--- src/rtl/opl3_write_sequencer_pkg.sv ---
// Shared state encoding and constants for the OPL3 register-write sequencer.
package opl3_seq_pkg;

  typedef enum logic [2:0] {
    IDLE,
    ADDR_WE,
    ADDR_GAP,
    DATA_WE,
    DATA_GAP
  } seq_state_t;

  localparam logic OPL_A0_INDEX = 1'b0;
  localparam logic OPL_A0_DATA  = 1'b1;

  localparam int WE_CYCLES_MIN  = 1;
  localparam int WE_CYCLES_MAX  = 255;
  localparam int GAP_CYCLES_MIN = 2;
  localparam int GAP_CYCLES_MAX = 255;

endpackage

--- src/rtl/opl3_write_sequencer_rr_arb2.sv ---
// Two-way round-robin arbiter: the requester that did not win last time takes a tie.
module opl3_rr_arb2 (
  input  logic clk,
  input  logic rst_n,
  input  logic valid0,
  input  logic valid1,
  input  logic accept,
  output logic grant,
  output logic any_valid,
  output logic last_grant
);

  always_comb begin
    any_valid = valid0 | valid1;
    if (valid0 && valid1) begin
      grant = ~last_grant;
    end else begin
      grant = valid1;
    end
  end

  // Reset to 1 so requester 0 wins the first tie.
  always_ff @(posedge clk or negedge rst_n) begin
    if (!rst_n) begin
      last_grant <= 1'b1;
    end else if (accept) begin
      last_grant <= grant;
    end
  end

endmodule

--- src/rtl/opl3_write_sequencer.sv ---
// Paces arbitrated register writes onto the OPL3 host bus as an index write
// followed by a data write, with spaced we pulses and held addr/din.
module opl3_write_sequencer
  import opl3_seq_pkg::*;
#(
  parameter int WE_CYCLES  = 4,
  parameter int GAP_CYCLES = 8
) (
  input  logic       clk,
  input  logic       rst_n,
  input  logic       req0_valid,
  input  logic [8:0] req0_index,
  input  logic [7:0] req0_data,
  output logic       req0_ready,
  input  logic       req1_valid,
  input  logic [8:0] req1_index,
  input  logic [7:0] req1_data,
  output logic       req1_ready,
  output logic [1:0] opl_addr,
  output logic [7:0] opl_din,
  output logic       opl_we,
  output logic       busy,
  output logic       last_grant
);

  if (WE_CYCLES < WE_CYCLES_MIN || WE_CYCLES > WE_CYCLES_MAX) begin : g_bad_we_cycles
    $error("opl3_write_sequencer: WE_CYCLES=%0d out of range", WE_CYCLES);
  end
  if (GAP_CYCLES < GAP_CYCLES_MIN || GAP_CYCLES > GAP_CYCLES_MAX) begin : g_bad_gap_cycles
    $error("opl3_write_sequencer: GAP_CYCLES=%0d out of range", GAP_CYCLES);
  end

  localparam logic [7:0] WE_LOAD  = 8'(WE_CYCLES - 1);
  localparam logic [7:0] GAP_LOAD = 8'(GAP_CYCLES - 1);

  seq_state_t state;
  logic [7:0] cnt;
  logic       bank_q;
  logic [7:0] data_q;
  logic       grant;
  logic       any_valid;
  logic       accept;
  logic [8:0] win_index;
  logic [7:0] win_data;

  opl3_rr_arb2 u_arb (
    .clk        (clk),
    .rst_n      (rst_n),
    .valid0     (req0_valid),
    .valid1     (req1_valid),
    .accept     (accept),
    .grant      (grant),
    .any_valid  (any_valid),
    .last_grant (last_grant)
  );

  // Gating with rst_n keeps both ready strobes low while reset is held.
  assign accept     = rst_n && (state == IDLE) && any_valid;
  assign req0_ready = accept && !grant;
  assign req1_ready = accept && grant;
  assign win_index  = grant ? req1_index : req0_index;
  assign win_data   = grant ? req1_data : req0_data;
  assign busy       = (state != IDLE);

  always_ff @(posedge clk or negedge rst_n) begin
    if (!rst_n) begin
      state    <= IDLE;
      cnt      <= 8'd0;
      bank_q   <= 1'b0;
      data_q   <= 8'd0;
      opl_we   <= 1'b0;
      opl_addr <= 2'b00;
      opl_din  <= 8'd0;
    end else begin
      unique case (state)
        IDLE: begin
          if (accept) begin
            state    <= ADDR_WE;
            cnt      <= WE_LOAD;
            bank_q   <= win_index[8];
            data_q   <= win_data;
            opl_we   <= 1'b1;
            opl_addr <= {win_index[8], OPL_A0_INDEX};
            opl_din  <= win_index[7:0];
          end
        end
        ADDR_WE: begin
          if (cnt == 8'd0) begin
            state  <= ADDR_GAP;
            cnt    <= GAP_LOAD;
            opl_we <= 1'b0;
          end else begin
            cnt <= cnt - 8'd1;
          end
        end
        // Bus values only move on the cycle we rises, never on its falling edge.
        ADDR_GAP: begin
          if (cnt == 8'd0) begin
            state    <= DATA_WE;
            cnt      <= WE_LOAD;
            opl_we   <= 1'b1;
            opl_addr <= {bank_q, OPL_A0_DATA};
            opl_din  <= data_q;
          end else begin
            cnt <= cnt - 8'd1;
          end
        end
        DATA_WE: begin
          if (cnt == 8'd0) begin
            state  <= DATA_GAP;
            cnt    <= GAP_LOAD;
            opl_we <= 1'b0;
          end else begin
            cnt <= cnt - 8'd1;
          end
        end
        DATA_GAP: begin
          if (cnt == 8'd0) begin
            state <= IDLE;
          end else begin
            cnt <= cnt - 8'd1;
          end
        end
        default: begin
          state  <= IDLE;
          opl_we <= 1'b0;
        end
      endcase
    end
  end

endmodule

--- config.mk ---
export PLATFORM = sky130hd
export DESIGN_NAME = opl3_write_sequencer
export DESIGN_NICKNAME = d
export VERILOG_FILES = /design/src/rtl/opl3_write_sequencer_pkg.sv /design/src/rtl/opl3_write_sequencer_rr_arb2.sv /design/src/rtl/opl3_write_sequencer.sv
export SDC_FILE = /design/constraint.sdc
export NUM_CORES = 1
export LEC_CHECK = 0
export BUFFER_PORTS_ARGS = -buffer_cell sky130_fd_sc_hd__buf_2
export CORE_UTILIZATION = 30
export CTS_BUF_LIST = sky130_fd_sc_hd__clkbuf_4 sky130_fd_sc_hd__clkbuf_8
export DETAILED_ROUTE_END_ITERATION = 6
export PLACE_DENSITY = 0.54
export SLEW_MARGIN = 20
export SYNTH_ARGS = -nofsm -noshare
export SYNTH_HDL_FRONTEND = slang
export SYNTH_HIERARCHICAL = 1
export SYNTH_SLANG_ARGS = --single-unit
--- constraint.sdc ---
create_clock -name clk -period 5.6 [get_ports clk]
set_clock_uncertainty 0.2 [all_clocks]
set_input_delay 0.28 -clock clk [delete_from_list [all_inputs] [get_ports clk]]
set_output_delay 0.28 -clock clk [all_outputs]
set_load 0.05 [all_outputs]
==> out/metrics.yaml, run 1 <==
status:
  run_status: "finished, final reports clean"
yosys:
  synthesis.area_mm2: 0.001876
  dominantRegCellSynth: "dfrtp_1"
  cell_types_occupying_the_most_area_after_synthesis: "dfrtp_1 41%, mux2i_1 10%, mux2_2 5.4%"
  syn_inst: 195
  ys_ff_latch: 32
  yosys.area.top_type_share_pct: 41.36
  synthDominantAreaCellType: "dfrtp_1"
  seq_area_frac_synth_pct: 42.76
  yosys.cell_count.top_type: "dfrtp_1"
  synth_cell_types: 45
  yosys-top-cells-count: "31 x dfrtp_1, 19 x mux2i_1, 16 x nand2_1, 16 x nor2_1, 15 x a21oi_1"
  yosysWarnings: 6
  async_set_or_reset_flop_fraction_in_the_synthesized_netlist_pct: 100.0
  syn_nets: 234
  synth_area_per_cell_um2: 9.618
  edff_count_synth: 0
timing:
  setup_viol_count_final: 0
  rsz0062_at_grt: "false"
  max_freq_mhz: 331.5
  slew_viol_final: 0
  finalWorstPathRequiredPeriod_ns: 3.016
  timing.final.crit_share_pct: 53.87
  normalized_max_slew_margin_pct: 48.56
  finalHoldViolations: 0
  setup_tns_ns: 0
  worst_margin_pin_slew_ns: 0.7716
cts:
  ctsResizeCount: 0
  cts_tree: "yes"
  cts_root_buf: "clkbuf_8"
  cts-buffers-inserted: 5
  clock_tree.buffer_depth: 2
  cts_setup_buffers: 0
  clk_latency_ns: 0.28
  htree_num_levels: 2
  clkSlewWorstSetupHoldPaths_ns: 0.06
  cts.sink_count: 32
pwr:
  power.static_leakage_uw: 0.001051
  ir_worst_vdd_uv: 234.7
  pwr_density_cell_mw_per_mm2: 553.3
floorplanning:
  start_util_pct: 31.31
  rows: 28
  die_height_um: 81.07
  die_width_um: 81.07
  i_o_pin_total: 53
  die_area_mm2: 0.006572
  core_region_area_mm2: 0.005991
detailed_routing:
  num_vias: 1616
  route.detailed.vias_per_inst: 5.050
  firstDrtPassIters: 4
  detail-route-antenna-nets: 0
  detailed_route_wl_mm: 4.453
  drt_first_iter_violations: 100
  drc: 0
  routed_length_per_placed_instance_um: 13.92
setup_path:
  criticalPathCategory: "input pin to output pin"
  setup.worst_path.end_class: "output pin"
  timing.critical_path.from_type: "input pin"
  cp.arrival_ns: 2.54
  worstPathMaxFanout: 34
  required_ns: 5.12
cells_and_area:
  final_core_util_pct: 38.47
  final_net_count: 283
  flow.area_growth_from_synthesis_pct: 22.88
  layout-drive-gt1-share_pct: 32.65
  antenna_cells_inserted: 0
placed_design:
  count_of_buffers_from_port_buffering: 52
  detailedPlacementHpwl_mm: 3.197
  gp_routability_congestion: 0.7666
grt:
  gr-usage-all-layers_pct: 14.80
  gr-total-overflow: 0
  via_count_of_the_first_global_routing_pass: 1572
  grt_first_pass_wirelength_mm: 7.203
  largest_net_degree_at_the_start_of_global_routing: 35
  number_of_antenna_violations_at_the_first_check_in_global_routing: 0
job:
  max-cap-violations: 0
hold_path:
  hold_path_class: "input pin to flip-flop"
[cell type report]
class	count	area (um^2)
clock inverters	2	35.03
inverters	7	26.28
repair buffers	55	285.3
well taps	75	93.84
fillers	618	3686
clock buffers	6	76.32
multi-input cells	143	985.9
flip-flops and latches	32	802.0
[state kept, by name, indices dropped and copies added (netlist names)]
name	count
opl_din	8
cnt	8
opl_addr	2
state	3
data_q	8
bank_q	1
u_arb/last_grant	1
opl_we	1
[cells in the final DEF, fill, tap and decap left out, types with 2 or more instances in the layout]
| master | count |
|---|---|
| a22oi_1 | 2 |
| o21ai_0 | 12 |
| nor4_1 | 6 |
| a211oi_1 | 2 |
| or4_4 | 2 |
| clkbuf_8 | 5 |
| inv_1 | 6 |
| mux2_2 | 9 |
| or3_1 | 3 |
| o211ai_1 | 3 |
| nand2_1 | 16 |
| a21oi_1 | 15 |
| o22ai_1 | 2 |
| nor3_2 | 2 |
| dfrtp_1 | 31 |
| mux2i_1 | 19 |
| o311a_1 | 2 |
| buf_2 | 52 |
| nor3_1 | 5 |
| and2_1 | 2 |
| xnor2_1 | 3 |
| nor2_1 | 16 |
| a221o_1 | 2 |
| buf_4 | 2 |
| nand3_1 | 3 |
[stage by stage]
step	total power [uW]	instances	hold slack [ns]	setup slack (ns)	cell area, um^2
6_report	1275	320	0.09728	2.584	2305
5_1_grt	1365	320	0.1205	2.277	2305
4_1_cts	1285	320	0.09183	2.500	2305
3_5_place_dp	1053	311	0.2040	3.057	2183
3_3_place_gp	1052	311	0.1981	3.099	2183
2_1_floorplan	916.9	195	-0.2156	2.703	1876
[kinds of logic (layout without fill, tap and decap cells)]
group	Yosys count	after routing	share of synthesized area, %
adders and majority gates	2	2	1.201
xor gates and xnor gates	3	3	1.401
DFF	32	32	42.76
buffers and inverters	20	70	4.936
muxes	29	29	16.34
AOI/OAI and AO/OA	48	48	16.94
and+or+nand+nor	61	61	16.41
[final timing paths]
| check | startpoint | to | slack (ns) | cells past startpoint |
|---|---|---|---|---|
| max | rst_n | req1_ready | 2.58 | 7 |
| min | req0_data[2] | data_q[2] | 0.1 | 3 |
| max reg2reg | cnt[0] | opl_din[1] | 3.16 | 6 |
| min reg2reg | opl_din[4] | opl_din[4] | 0.30 | 1 |
| max in group asynchronous | rst_n | data_q[1] | 4.29 | 2 |
| min in group asynchronous | rst_n | cnt[6] | 0.40 | 2 |
[worst max-delay path, stage by stage]
cell and delay [ns]:
dlygate4sd3_1 0.52, buf_2 0.61, nand2_1 0.27, nor3_2 0.16
buf_4 0.25, and2_1 0.15, buf_2 0.25
[metal layers]
| metal | GRT usage, % | vias up | part of all wire, % |
|---|---|---|---|
| li1 | - | 807 | - |
| met1 | 18.59 | 752 | 47 |
| met2 | 23.70 | 50 | 47 |
| met3 | 3.371 | 7 | 4.4 |
| met4 | 7.500 | 0 | 2.2 |
| met5 | 0 | - | 0 |
[power breakdown]
group / switching [uW] / internal, uW / total, uW
Clock: 89.2 / 137 / 226
Sequential: 122 / 342 / 465
Combinational: 367 / 218 / 585
[repair_timing]
action	CTS	global route
setup endpoints to repair	0	0
endpoints found under the hold margin	31	0
hold buffers	1	0
Note: power is estimated with default switching activity, not from simulation.
==> run 2, diff against run 1 <==
clock period = 3 ns   (was 5.6 ns; I/O delays follow)
==> run 2 against run 1 <==
Net effect:
- die area unchanged
- final cell count up 5.6%
- global-route usage up 1.3 points
- final area up 7.6%
- largest power group unchanged
==> out/metrics.yaml, run 2 (synthesized netlist as in run 1, its figures left out) <==
setup_path:
  worstPathMaxFanout: 12  # was 34
  cp.arrival_ns: 2.45  # was 2.54 ns
  setup.worst_path.end_class: "flip-flop"  # was output pin
  r2r-start: "u_arb/last_grant"  # was cnt[0]
  timing.critical_path.from_type: "flip-flop"  # was input pin
  timing.critical_path.from: "u_arb/last_grant"  # was rst_n
  criticalPathCategory: "flip-flop to flip-flop"  # was input pin to output pin
  required_ns: 2.96  # was 5.12 ns
grt:
  gr-usage-all-layers_pct: 16.06  # was 14.80%
  largest_net_degree_at_the_start_of_global_routing: 34  # was 35
  number_of_antenna_violations_at_the_first_check_in_global_routing: 0  # unchanged
  via_count_of_the_first_global_routing_pass: 1691  # was 1572
  grt_first_pass_wirelength_mm: 7.914  # was 7.203 mm
  gr-total-overflow: 0  # unchanged
cells_and_area:
  antenna_cells_inserted: 0  # unchanged
  regArea_um2: 802.0  # unchanged
  multi_input_comb_area_um2: 985.9  # unchanged
  fillerInstances: 588  # was 618
  layout-drive-gt1-share_pct: 31.18  # was 32.65%
  most_common_cell_after_layout_fill_and_taps_aside: "buf_2"  # unchanged
  most-common-layout-cells: "52 x buf_2, 31 x dfrtp_1, 19 x mux2i_1"  # unchanged
  largestRegisters: "cnt: 8 flops, data_q: 8 flops, opl_din: 8 flops"  # unchanged
  final_net_count: 301  # was 283
  finish.instance_area_mm2: 0.002480  # was 0.002305 mm^2
  flow.area_growth_from_synthesis_pct: 32.22  # was 22.88%
timing:
  normalized_max_slew_margin_pct: 46.85  # was 48.56%
  finalHoldViolations: 0  # unchanged
  slew_viol_final: 0  # unchanged
  finalWorstPathRequiredPeriod_ns: 2.490
  setup_tns_ns: 0  # unchanged
  max_freq_mhz: 401.6
  timing.final.crit_share_pct: 83.00
  setup_viol_count_final: 0  # unchanged
  rsz0062_at_grt: "false"  # unchanged
  worst_margin_pin_slew_ns: 0.7927  # was 0.7716 ns
detailed_routing:
  detailed_route_wl_mm: 4.725  # was 4.453 mm
  detail-route-antenna-nets: 0  # unchanged
  firstDrtPassIters: 4  # unchanged
  num_vias: 1694  # was 1616
  drt_first_iter_violations: 71  # was 100
  routed_length_per_placed_instance_um: 13.98  # was 13.92 um
  route.detailed.vias_per_inst: 5.012  # was 5.050
  drc: 0  # unchanged
floorplanning:
  start_util_pct: 31.31  # unchanged
  die_width_um: 81.07  # unchanged
  die_area_mm2: 0.006572  # unchanged
  die_height_um: 81.07  # unchanged
  i_o_pin_total: 53  # unchanged
  core_region_area_mm2: 0.005991  # unchanged
  rows: 28  # unchanged
placed_design:
  detailedPlacementHpwl_mm: 3.287  # was 3.197 mm
  gp_routability_congestion: 0.7841  # was 0.7666
  count_of_buffers_from_port_buffering: 52  # unchanged
  dpl-instance-area_mm2: 0.002198  # was 0.002183 mm^2
pwr:
  pwr_density_cell_mw_per_mm2: 970.3  # was 553.3 mW/mm^2
  power.static_leakage_uw: 0.001128  # was 0.001051 uW
  ir_worst_vdd_uv: 457.1  # was 234.7 uV
cts:
  cts_tree: "yes"  # unchanged
  cts_hold_repair.buffers: 17  # was 1
  ctsResizeCount: 0  # unchanged
  cts_root_buf: "clkbuf_8"  # unchanged
  cts.sink_count: 32  # unchanged
  clock_tree.buffer_depth: 2  # unchanged
  cts_setup_buffers: 0  # unchanged
  htree_num_levels: 2  # unchanged
  clk_latency_ns: 0.28  # about the same
  clkSlewWorstSetupHoldPaths_ns: 0.07  # was 0.06 ns
  cts-buffers-inserted: 5  # unchanged
status:
  run_status: "finished, final reports clean"  # unchanged
hold_path:
  min-delay-start: "req0_index[8]"  # was req0_data[2]
  hold_path_class: "input pin to flip-flop"  # unchanged
job:
  max-cap-violations: 0  # unchanged
run 2: critical path: stages, from the launching register on:
cell and delay, ns:
dfstp_2 0.38, a21boi_2 0.61, buf_4 0.32, mux2i_1 0.21, dlygate4sd3_1 0.58, a21oi_1 0.06
run 2: final timing paths:
| path | endpoint | slack, ns | cells past startpoint |
|---|---|---|---|
| min in group asynchronous | cnt[7] | 0.28 | 3 |
| worst max-delay path | data_q[3] | 0.51 | 5 |
| worst max register to register | data_q[3] | 0.51 | 5 |
| worst min-delay path | bank_q | 0.03 | 3 |
| worst min register to register | opl_din[6] | 0.30 | 1 |
| max in group asynchronous | u_arb/last_grant | 1.98 | 3 |
run 2: per-layer routing:
layer,up-vias,GRT usage (%),routed length [um]
met2,49,28.66,2464
met1,801,19.55,2017
met5,-,0,0
met3,4,3.146,206
li1,840,-,-
met4,0,4.286,36
run 2: report_power, final:
part           internal (uW)  switching (uW)
Combinational            434             696
Sequential               639             216
Clock                    256             166
run 2: through the flow:
step           hold slack [ns]  util [%]  setup slack (ns)  total power [uW]  std cells
6_report               0.03309     41.40            0.5099              2406        338
5_1_grt                0.04558     41.40            0.3258              2584        338
4_1_cts                0.02204     41.40            0.4743              2427        338
3_5_place_dp           0.07315     36.70            0.5666              1969        313
3_3_place_gp           0.06390     36.70            0.6152              1961        313
2_1_floorplan          -0.3456         -            0.2333              1712        195
run 2: layout make-up:
class | count | area share, %
clock buffers | 6 | 3.078
clock inverters | 2 | 1.413
inverters | 7 | 1.060
multi-input cells | 143 | 39.76
flip-flops and latches | 32 | 32.34
well taps | 75 | 3.784
repair buffers | 73 | 18.57
==> run 3, diff against run 2 <==
clock period = 2.3 ns   (was 3 ns; I/O delays follow)
==> run 3 against run 2 <==
Net effect:
- global-route usage rose by 1.5 points
- sequential share of layout area fell by 2.3 points
- sequential cell count is the same
- wire length is 6.6% higher
- setup slack got worse by 0.41 ns
- clock-buffer cell count is the same
- clock power rose by 30%
- non-clock buffer count grew 19
- combinational power rose by 58%
- sequential power is 20% higher
- via count rose by 4.3%
- critical path type unchanged
==> out/metrics.yaml, run 3 (synthesized netlist as in run 1, its figures left out) <==
status:
  run_status: "finished, final reports clean"  # unchanged
detailed_routing:
  detailed_route_wl_mm: 5.038  # was 4.725 mm
  num_vias: 1767  # was 1694
  routed_length_per_placed_instance_um: 14.11  # was 13.98 um
  detail-route-antenna-nets: 0  # unchanged
  drc: 0  # unchanged
  drt_first_iter_violations: 81  # was 71
  route.detailed.vias_per_inst: 4.950  # was 5.012
  firstDrtPassIters: 4  # unchanged
placed_design:
  count_of_buffers_from_port_buffering: 52  # unchanged
  detailedPlacementHpwl_mm: 3.616  # was 3.287 mm
  dpl-instance-area_mm2: 0.002337  # was 0.002198 mm^2
  detailedPlace.worstSlack_ns: 0.03088  # was 0.5666 ns
  gp_routability_congestion: 0.7925  # was 0.7841
setup_path:
  criticalPathCategory: "flip-flop to flip-flop"  # unchanged
  timing.critical_path.slowest_stage_cell: "or3b_4"  # was a21boi_2
  max_stage_delay_ns: 0.39  # was 0.61 ns
  timing.critical_path.from_type: "flip-flop"  # unchanged
  worstPathMaxFanout: 4  # was 12
  cp.arrival_ns: 2.17  # was 2.45 ns
  critPathTopFamily: "simple AND/OR/NAND/NOR gates"  # was buffers and inverters
  required_ns: 2.27  # was 2.96 ns
  setup.worst_path.end_class: "flip-flop"  # unchanged
  timing.reg2reg.worst_path_depth: 6  # was 5
  number_of_buffers_and_inverters_on_the_critical_path: 1  # was 2
  worstPathCellList: "inv_1, ha_4, or3b_4, or3_1, and2_0, a221o_1"  # was a21boi_2, buf_4, mux2i_1, dlygate4sd3_1, a21oi_1
  path_depth: 6  # was 5
grt:
  gr-usage-all-layers_pct: 17.59  # was 16.06%
  grt_util_met1_pct: 19.58  # was 19.55%
  grt_most_used_layer: "met2"  # unchanged
  largest_net_degree_at_the_start_of_global_routing: 23  # was 34
  globalRouteMet2Util_pct: 31.93  # was 28.66%
  via_count_of_the_first_global_routing_pass: 1847  # was 1691
  grt_first_pass_wirelength_mm: 8.638  # was 7.914 mm
  number_of_antenna_violations_at_the_first_check_in_global_routing: 0  # unchanged
  gr-total-overflow: 0  # unchanged
  groute.layer.met3.usage_pct: 5.843  # was 3.146%
pwr:
  power_switching_share_pct: 44.00  # was 44.81%
  combinationalPowerShare_pct: 53.0  # was 47.0%
  pwr_density_cell_mw_per_mm2: 1255  # was 970.3 mW/mm^2
  switching_power_uw: 1477  # was 1078 uW
  p_int_uw: 1880  # was 1328 uW
  ir_worst_vdd_uv: 583.2  # was 457.1 uV
  p_seq_share_pct: 30.7  # was 35.5%
  power.static_leakage_uw: 0.001227  # was 0.001128 uW
  clockPowerShare_pct: 16.3  # was 17.5%
cts:
  cts_tree: "yes"  # unchanged
  cts.sink_count: 32  # unchanged
  cts-buffers-inserted: 5  # unchanged
  clk_latency_ns: 0.28  # about the same
  htree_num_levels: 2  # unchanged
  clock_tree.buffer_depth: 2  # unchanged
  cts_root_buf: "clkbuf_8"  # unchanged
  clkSlewWorstSetupHoldPaths_ns: 0.07  # about the same
timing:
  finalWorstPathRequiredPeriod_ns: 2.204  # was 2.490 ns
  setup_tns_ns: 0  # unchanged
  timing.final.crit_share_pct: 95.85  # was 83.00%
  rsz0062_at_grt: "false"  # unchanged
  worst_margin_pin_slew_ns: 0.5738  # was 0.7927 ns
  finalHoldWorstSlack_ns: 0.05712  # was 0.03309 ns
  finalHoldViolations: 0  # unchanged
  slew_viol_final: 0  # unchanged
  min_setup_slack_post_route_ns: 0.09552  # was 0.5099 ns
  setup_viol_count_final: 0  # unchanged
  max_freq_mhz: 453.6  # was 401.6 MHz
  normalized_max_slew_margin_pct: 61.51  # was 46.85%
cells_and_area:
  final_core_util_pct: 44.63  # was 41.40%
  flow.area_growth_from_synthesis_pct: 42.56  # was 32.22%
  fillerInstances: 579  # was 588
  finish.instance_area_mm2: 0.002674  # was 0.002480 mm^2
  antenna_cells_inserted: 0  # unchanged
  regArea_um2: 802.0  # unchanged
  most_common_cell_after_layout_fill_and_taps_aside: "buf_2"  # unchanged
  largestRegisters: "cnt: 8 flops, data_q: 8 flops, opl_din: 8 flops"  # unchanged
  final_net_count: 320  # was 301
  layout-drive-gt1-share_pct: 36.52  # was 31.18%
  multi_input_comb_area_mm2: 0.001030  # was 985.9 um^2
  most-common-layout-cells: "51 x buf_2, 31 x dfrtp_1, 21 x buf_4"  # was 52 x buf_2, 31 x dfrtp_1, 19 x mux2i_1
hold_path:
  hold_path_class: "input pin to flip-flop"  # unchanged
  worstHoldPathCells: 4  # was 3
floorplanning:
  start_util_pct: 31.31  # unchanged
  core_region_area_mm2: 0.005991  # unchanged
  rows: 28  # unchanged
  die_width_um: 81.07  # unchanged
  die_area_mm2: 0.006572  # unchanged
  i_o_pin_total: 53  # unchanged
  die_height_um: 81.07  # unchanged
job:
  max-cap-violations: 0  # unchanged
## run 3: path summary, 6_finish.rpt
path                                from          to  slack, ns
max                               cnt[1]      cnt[6]        0.1
min                        req0_index[1]  opl_din[1]       0.06
max reg2reg                       cnt[1]      cnt[6]        0.1
min reg2reg                   opl_din[0]  opl_din[0]       0.30
max in group asynchronous          rst_n      bank_q       0.99
min in group asynchronous          rst_n    state[0]       0.21
## run 3: worst reg2reg max path, cell delays in order, from the launching register on
cell and delay, ns:
dfrtp_1 0.38, inv_1 0.12, ha_4 0.17, or3b_4 0.39
or3_1 0.33, and2_0 0.16, a221o_1 0.34
## run 3: layout make-up
type                       instances  area share [%]
clock buffer                       6           2.854
clock inverter                     2           1.310
inverter                           7          0.9827
multi-input combinational        143           38.51
sequential                        32           30.00
tap                               75           3.510
timing repair buffer              92           22.84
## run 3: power groups by stage
stage	Clock, uW	Combinational [uW]	Sequential, uW
after floorplan	0	891	1350
after global placement	0	1680	1040
after detailed placement	0	1690	1040
after CTS	568	1740	1040
after global routing	598	1950	1070
final	547	1780	1030
## run 3: layer usage
metal,vias up,share of wire (%)
met1,826,41
met4,0,0.32
met2,60,53
met3,2,6.1
li1,879,-
met5,-,0
## run 3: timing repair
action                                  in CTS  in global routing
hold endpoints to repair                    41                  0
resized for setup                            0                  7
hold buffers                                19                  0
endpoints found under the setup margin       0                 13
setup buffers                                0                  0
## run 3: through the flow
stage	instances	total power, uW
6_report	357	3356
5_1_grt	357	3614
4_1_cts	357	3344
3_5_place_dp	330	2738
3_3_place_gp	330	2718
2_1_floorplan	195	2239
